### src/rtl/regfile_dump_reader_pkg.sv
// -----------------------------------------------------------------------------
// regfile_dump_reader_pkg
// Shared debug definitions for the register-bank dump reader. It holds the
// dump FSM state encoding, the datapath widths and a small helper for the
// byte counter.
// -----------------------------------------------------------------------------
package regfile_dump_reader_pkg;

  localparam int REG_IDX_W      = 5;
  localparam int WORD_W         = 32;
  localparam int BYTE_W         = 8;
  localparam int BYTES_PER_WORD = 4;
  localparam int BYTE_CNT_W     = 2;

  typedef enum logic [1:0] {
    ST_IDLE = 2'd0,
    ST_LOAD = 2'd1,
    ST_SEND = 2'd2,
    ST_DONE = 2'd3
  } dump_state_t;

  // True when the byte counter points at the most significant byte of a word.
  function automatic logic is_last_byte(input logic [BYTE_CNT_W-1:0] cnt);
    return (cnt == BYTE_CNT_W'(BYTES_PER_WORD - 1));
  endfunction

endpackage

### src/rtl/regfile_dump_reader_word_byte_serializer.sv
// -----------------------------------------------------------------------------
// word_byte_serializer
// Snapshots a 32-bit word on a load strobe and presents it LSB-first as four
// bytes on a valid/ready interface. The byte on offer and the valid flag only
// change on a handshake, so a stalled consumer always sees stable data.
//
// Ports:
//   clk    in   system clock
//   rst    in   synchronous active-high reset (clears snapshot and counter)
//   load   in   capture word, restart at byte 0, raise valid
//   word   in   32-bit word to serialise
//   ready  in   consumer accepts the current byte
//   valid  out  a byte is on offer
//   data   out  current byte (low byte of the snapshot)
//   last   out  the byte on offer is the fourth of the word
//   fire   out  handshake this cycle (valid & ready)
// -----------------------------------------------------------------------------
module word_byte_serializer
  import regfile_dump_reader_pkg::*;
(
  input  logic              clk,
  input  logic              rst,
  input  logic              load,
  input  logic [WORD_W-1:0] word,
  input  logic              ready,
  output logic              valid,
  output logic [BYTE_W-1:0] data,
  output logic              last,
  output logic              fire
);

  logic [WORD_W-1:0]     shift_r;
  logic [BYTE_CNT_W-1:0] byte_cnt_r;
  logic                  valid_r;

  assign fire  = valid_r & ready;
  assign last  = is_last_byte(byte_cnt_r);
  assign valid = valid_r;
  assign data  = shift_r[BYTE_W-1:0];

  // Snapshot register, byte counter and valid flag.
  always_ff @(posedge clk) begin
    if (rst) begin
      shift_r    <= {WORD_W{1'b0}};
      byte_cnt_r <= {BYTE_CNT_W{1'b0}};
      valid_r    <= 1'b0;
    end else if (load) begin
      shift_r    <= word;
      byte_cnt_r <= {BYTE_CNT_W{1'b0}};
      valid_r    <= 1'b1;
    end else if (fire) begin
      shift_r    <= shift_r >> BYTE_W;
      byte_cnt_r <= byte_cnt_r + BYTE_CNT_W'(1);
      // The word is exhausted after its fourth byte; the next load re-arms valid.
      valid_r    <= ~last;
    end else begin
      shift_r    <= shift_r;
      byte_cnt_r <= byte_cnt_r;
      valid_r    <= valid_r;
    end
  end

endmodule

### src/rtl/regfile_dump_reader.sv
// -----------------------------------------------------------------------------
// regfile_dump_reader
// Debug read-out engine for the register bank. On Start it walks registers
// FIRST_REG..LAST_REG through one combinational read port, snapshots each
// word and streams it LSB-first as bytes toward the debug transmitter.
//
// Parameters:
//   FIRST_REG  first register index dumped (0..31)
//   LAST_REG   last register index dumped (FIRST_REG..31)
//
// Ports:
//   clk       in   system clock
//   rst       in   synchronous active-high reset
//   Start     in   dump request, only honoured while idle
//   Busy      out  high in every state except IDLE
//   Done      out  one-cycle pulse after the last byte of LAST_REG is taken
//   RegAddr   out  register file read address
//   RegData   in   register file read data (combinational on RegAddr)
//   OutValid  out  byte available on OutData
//   OutReady  in   downstream accepts byte when OutValid & OutReady
//   OutData   out  current byte
// -----------------------------------------------------------------------------
module regfile_dump_reader
  import regfile_dump_reader_pkg::*;
#(
  parameter int FIRST_REG = 0,
  parameter int LAST_REG  = 31
) (
  input  logic                 clk,
  input  logic                 rst,
  input  logic                 Start,
  output logic                 Busy,
  output logic                 Done,
  output logic [REG_IDX_W-1:0] RegAddr,
  input  logic [WORD_W-1:0]    RegData,
  output logic                 OutValid,
  input  logic                 OutReady,
  output logic [BYTE_W-1:0]    OutData
);

  if (FIRST_REG < 0 || FIRST_REG > 31) begin : g_bad_first
    $error("regfile_dump_reader: FIRST_REG must be within 0..31");
  end
  if (LAST_REG < FIRST_REG || LAST_REG > 31) begin : g_bad_last
    $error("regfile_dump_reader: LAST_REG must be within FIRST_REG..31");
  end

  localparam logic [REG_IDX_W-1:0] FIRST_IDX = REG_IDX_W'(FIRST_REG);
  localparam logic [REG_IDX_W-1:0] LAST_IDX  = REG_IDX_W'(LAST_REG);

  dump_state_t          state_r;
  dump_state_t          state_next_s;
  logic [REG_IDX_W-1:0] idx_r;
  logic [REG_IDX_W-1:0] idx_next_s;
  logic [REG_IDX_W-1:0] addr_next_s;
  logic                 busy_r;
  logic                 done_r;
  logic [REG_IDX_W-1:0] reg_addr_r;
  logic                 load_s;
  logic                 ser_last_s;
  logic                 ser_fire_s;

  word_byte_serializer u_serializer (
    .clk   (clk),
    .rst   (rst),
    .load  (load_s),
    .word  (RegData),
    .ready (OutReady),
    .valid (OutValid),
    .data  (OutData),
    .last  (ser_last_s),
    .fire  (ser_fire_s)
  );

  // Next-state, register index and serializer load strobe.
  always_comb begin
    state_next_s = state_r;
    idx_next_s   = idx_r;
    load_s       = 1'b0;
    case (state_r)
      ST_IDLE: begin
        if (Start) begin
          state_next_s = ST_LOAD;
          idx_next_s   = FIRST_IDX;
        end else begin
          state_next_s = ST_IDLE;
        end
      end
      ST_LOAD: begin
        // RegAddr already holds idx, so RegData is the word to snapshot.
        load_s       = 1'b1;
        state_next_s = ST_SEND;
      end
      ST_SEND: begin
        if (ser_fire_s && ser_last_s) begin
          if (idx_r == LAST_IDX) begin
            state_next_s = ST_DONE;
          end else begin
            idx_next_s   = idx_r + REG_IDX_W'(1);
            state_next_s = ST_LOAD;
          end
        end else begin
          state_next_s = ST_SEND;
        end
      end
      ST_DONE: begin
        state_next_s = ST_IDLE;
      end
      default: begin
        state_next_s = ST_IDLE;
      end
    endcase
  end

  // The read address is only driven while a word is being fetched or sent.
  always_comb begin
    addr_next_s = {REG_IDX_W{1'b0}};
    if (state_next_s == ST_LOAD || state_next_s == ST_SEND) begin
      addr_next_s = idx_next_s;
    end else begin
      addr_next_s = {REG_IDX_W{1'b0}};
    end
  end

  // State, index and registered status outputs.
  always_ff @(posedge clk) begin
    if (rst) begin
      state_r    <= ST_IDLE;
      idx_r      <= {REG_IDX_W{1'b0}};
      busy_r     <= 1'b0;
      done_r     <= 1'b0;
      reg_addr_r <= {REG_IDX_W{1'b0}};
    end else begin
      state_r    <= state_next_s;
      idx_r      <= idx_next_s;
      busy_r     <= (state_next_s != ST_IDLE);
      done_r     <= (state_next_s == ST_DONE);
      reg_addr_r <= addr_next_s;
    end
  end

  assign Busy    = busy_r;
  assign Done    = done_r;
  assign RegAddr = reg_addr_r;

endmodule

### config.mk
export PLATFORM = sky130hd
export DESIGN_NAME = regfile_dump_reader
export DESIGN_NICKNAME = d
export VERILOG_FILES = /design/src/rtl/regfile_dump_reader_pkg.sv /design/src/rtl/regfile_dump_reader_word_byte_serializer.sv /design/src/rtl/regfile_dump_reader.sv
export SDC_FILE = /design/constraint.sdc
export NUM_CORES = 1
export LEC_CHECK = 0
export ABC_AREA = 1
export CORE_AREA = 2 2 97 52
export CTS_CLUSTER_SIZE = 24
export DETAILED_ROUTE_END_ITERATION = 10
export DIE_AREA = 0 0 99 54
export PLACE_DENSITY = 0.77
export SYNTH_ARGS = -nofsm -noshare
export SYNTH_HDL_FRONTEND = slang
export SYNTH_SLANG_ARGS = --single-unit
### constraint.sdc
create_clock -name clk -period 1.93 [get_ports clk]
set_input_delay 0.386 -clock clk [delete_from_list [all_inputs] [get_ports clk]]
set_output_delay 0.386 -clock clk [all_outputs]
set_load 0.01 [all_outputs]
==> results.yml <==
status:
  status: "finished clean"
run:
  maxCapViolCount: 0
power:
  p_total_w: 0.00225
  leakage_nw: 1.15
  ir_worst_vdd_mv: 0.377
  power.density_mw_per_mm2: 796
placement:
  portBuffers: 51
  gp_congestion: 0.903
  dpl_cell_area_mm2: 0.00268
  dp.cells: 390
  dp_hpwl_um: 3530
routing:
  ant_nets: 0
  vias: 1927
  dr.pass1.iters: 4
  initialDrtViolationCount: 132
  drc_errors: 0
  via_per_inst: 4.84
  wl_per_cell_um: 12.3
  wl_um: 4890
logic_synthesis:
  synth_flop_cell: "dfxtp_1"
  synthCells: 286
  syn-num-nets: 326
  synth_cell_types: 23
  synthTopCellsByArea: "dfxtp_1, nand2_1, buf_4"
  synth_top_area_share_pct: 46.6
  async_flop_share_pct: 0
  avgSynthCellArea_um2: 7.36
  synthMostInstantiatedCell: "nand2_1"
  ys_warn_count: 0
  ys_seq_area_share_pct: 46.6
  synth_top_area_cell: "dfxtp_1"
  yosys-top-cells-count: "nand2_1, dfxtp_1, inv_1"
  synth_edf_count: 0
  ys_seq_elements: 49
  syn_area_mm2: 0.00210
clock_tree:
  cts_resized: 0
  cts-root-buf: "clkbuf_8"
  clockBufferDepth: 2
  clk_pin_slew_ps: 90
  cts_setup_buffers: 0
  cts_made_buffers: 5
  htree_levels: 2
  cts.sinks: 49
  clock_latency_ps: 300
  holdBufCountCts: 0
  cts_tree: "yes"
critical_path:
  start_kind: "flip-flop"
  crit_required_ps: 2120
  critPathKind: "flip-flop to flip-flop"
  end_kind: "flip-flop"
  r2r_setup_slack_ps: 170
  worst-endpoint-arrival_ps: 1960
  crit_fanout: 5
floorplanning:
  fp.dieW_um: 99
  rows: 18
  fp.dieArea_mm2: 0.00535
  die_y_um: 54
  top_level_ports: 52
  initial_core_util_pct: 45.6
  fp.coreArea_mm2: 0.00462
grt:
  grt_pass1_vias: 1800
  antenna_found_initial: 0
  grt_overflow: 0
  grt_pass1_wl_um: 8260
  track_usage_pct: 19.9
  grt_max_degree: 33
sta:
  skew_ps: 9.67
  slew_headroom_pct: 61.3
  setup_viol: 0
  finalCritPeriodShare_pct: 91.4
  tightest_slew_ps: 574
  fmax_mhz: 567
  hold_viol: 0
  fin_crit_ps: 1760
  drv_slew: 0
  rsz0062_at_grt: "no"
  finalHoldWorstSlack_ps: 464
layout:
  final_util_pct: 61.3
  fin_cells: 398
  area_delta_synth_final_pct: 34.4
  diodes: 0
  postLayoutCellArea_mm2: 0.00283
  nNetsFinal: 377
  n_fill_cell: 399
  post_route_cells_drive_above_1_share_pct: 9.47
worst_hold_path:
  worstHoldPathType: "flip-flop to flip-flop"
==> sequential cells by signal (all words and copies together), names as in the netlist <==
signal / count
u_serializer.byte_cnt_r: 2
Done: 1
u_serializer.valid: 1
Busy: 1
state_r: 2
RegAddr: 5
idx_r: 5
u_serializer.shift_r: 32
==> where the power goes <==
part / switching [W] / internal (W)
Clock: 0.000342 / 0.000515
Sequential: 0.0000236 / 0.00105
Combinational: 0.000153 / 0.000166
Total: 0.000519 / 0.00173
==> routing by layer <==
layer	up-vias	wire length (um)	track usage, %
li1	995	-	-
met1	867	2420	28.2
met2	63	2110	31.2
met3	2	344	4.81
met4	0	11	4.34
met5	-	0	0
==> critical path: stages (launching register included) <==
cell	delay, ps
dfxtp_1	390
ha_1	190
nand3_1	160
nor2_4	180
o21ai_2	90
nand2_1	100
inv_1	60
ha_1	290
nand2_2	130
nor2_1	60
==> cells in the final DEF (no fill, tap or decap) <==
cell             Yosys  layout
clkdlybuf4s50_1      0      51
nand2_1            105     104
a22oi_1              6       6
buf_4               13      10
o21ai_2              1       1
inv_1               24      24
nand3_1             12      12
clkbuf_8             0       5
o21ai_1              1       1
dfxtp_2              0       1
a31oi_1              9       9
ha_1                 4       4
clkinv_2             0       1
nor2_4               3       4
clkinv_1             1       1
inv_2                1       1
nor2_2               1       1
nand2_2              2       3
bufinv_16            0       2
a21oi_1             19      19
o22ai_1              1       1
dfxtp_1             49      48
nor2_1              20      19
nand4_1              1       1
buf_12               0       3
o21ai_0              6       6
==> layout make-up <==
class | instances | area [um2] | area share, %
clock inverter | 3 | 65.1 | 2.30
clock buffer | 5 | 68.8 | 2.43
timing repair buffer | 64 | 646 | 22.8
multi-input combinational | 191 | 895 | 31.6
tap | 60 | 75.1 | 2.65
inverter | 26 | 97.6 | 3.45
sequential | 49 | 982 | 34.7
==> final timing paths <==
path,from,to,cells past startpoint
setup reg to reg,idx_r[1]$_SDFF_PP0_,RegAddr[0]$_SDFF_PP0_,9
setup / recovery,idx_r[1]$_SDFF_PP0_,RegAddr[0]$_SDFF_PP0_,9
hold reg to reg,u_serializer.shift_r[26]$_SDFFE_PP0P_,u_serializer.shift_r[26]$_SDFFE_PP0P_,2
hold / removal,u_serializer.shift_r[26]$_SDFFE_PP0P_,u_serializer.shift_r[26]$_SDFFE_PP0P_,2
==> stage by stage <==
step                TNS [ps]  setup WS, ps
finish                     0           165
global route               0          33.8
CTS                        0          27.6
detailed placement      -710          -153
global placement        -328         -68.6
floorplan                  0           405
==> cell families (layout without fill, tap and decap cells) <==
family	after synthesis	count (layout)	synth area share, %
and+or+nand+nor	144	144	27.9
DFF	49	49	46.6
buffers and inverters	46	98	11.4
AOI/OAI and AO/OA	43	43	11.7
adders and majority gates	4	4	2.38
No activity file was read; power rests on OpenSTA's default activity.
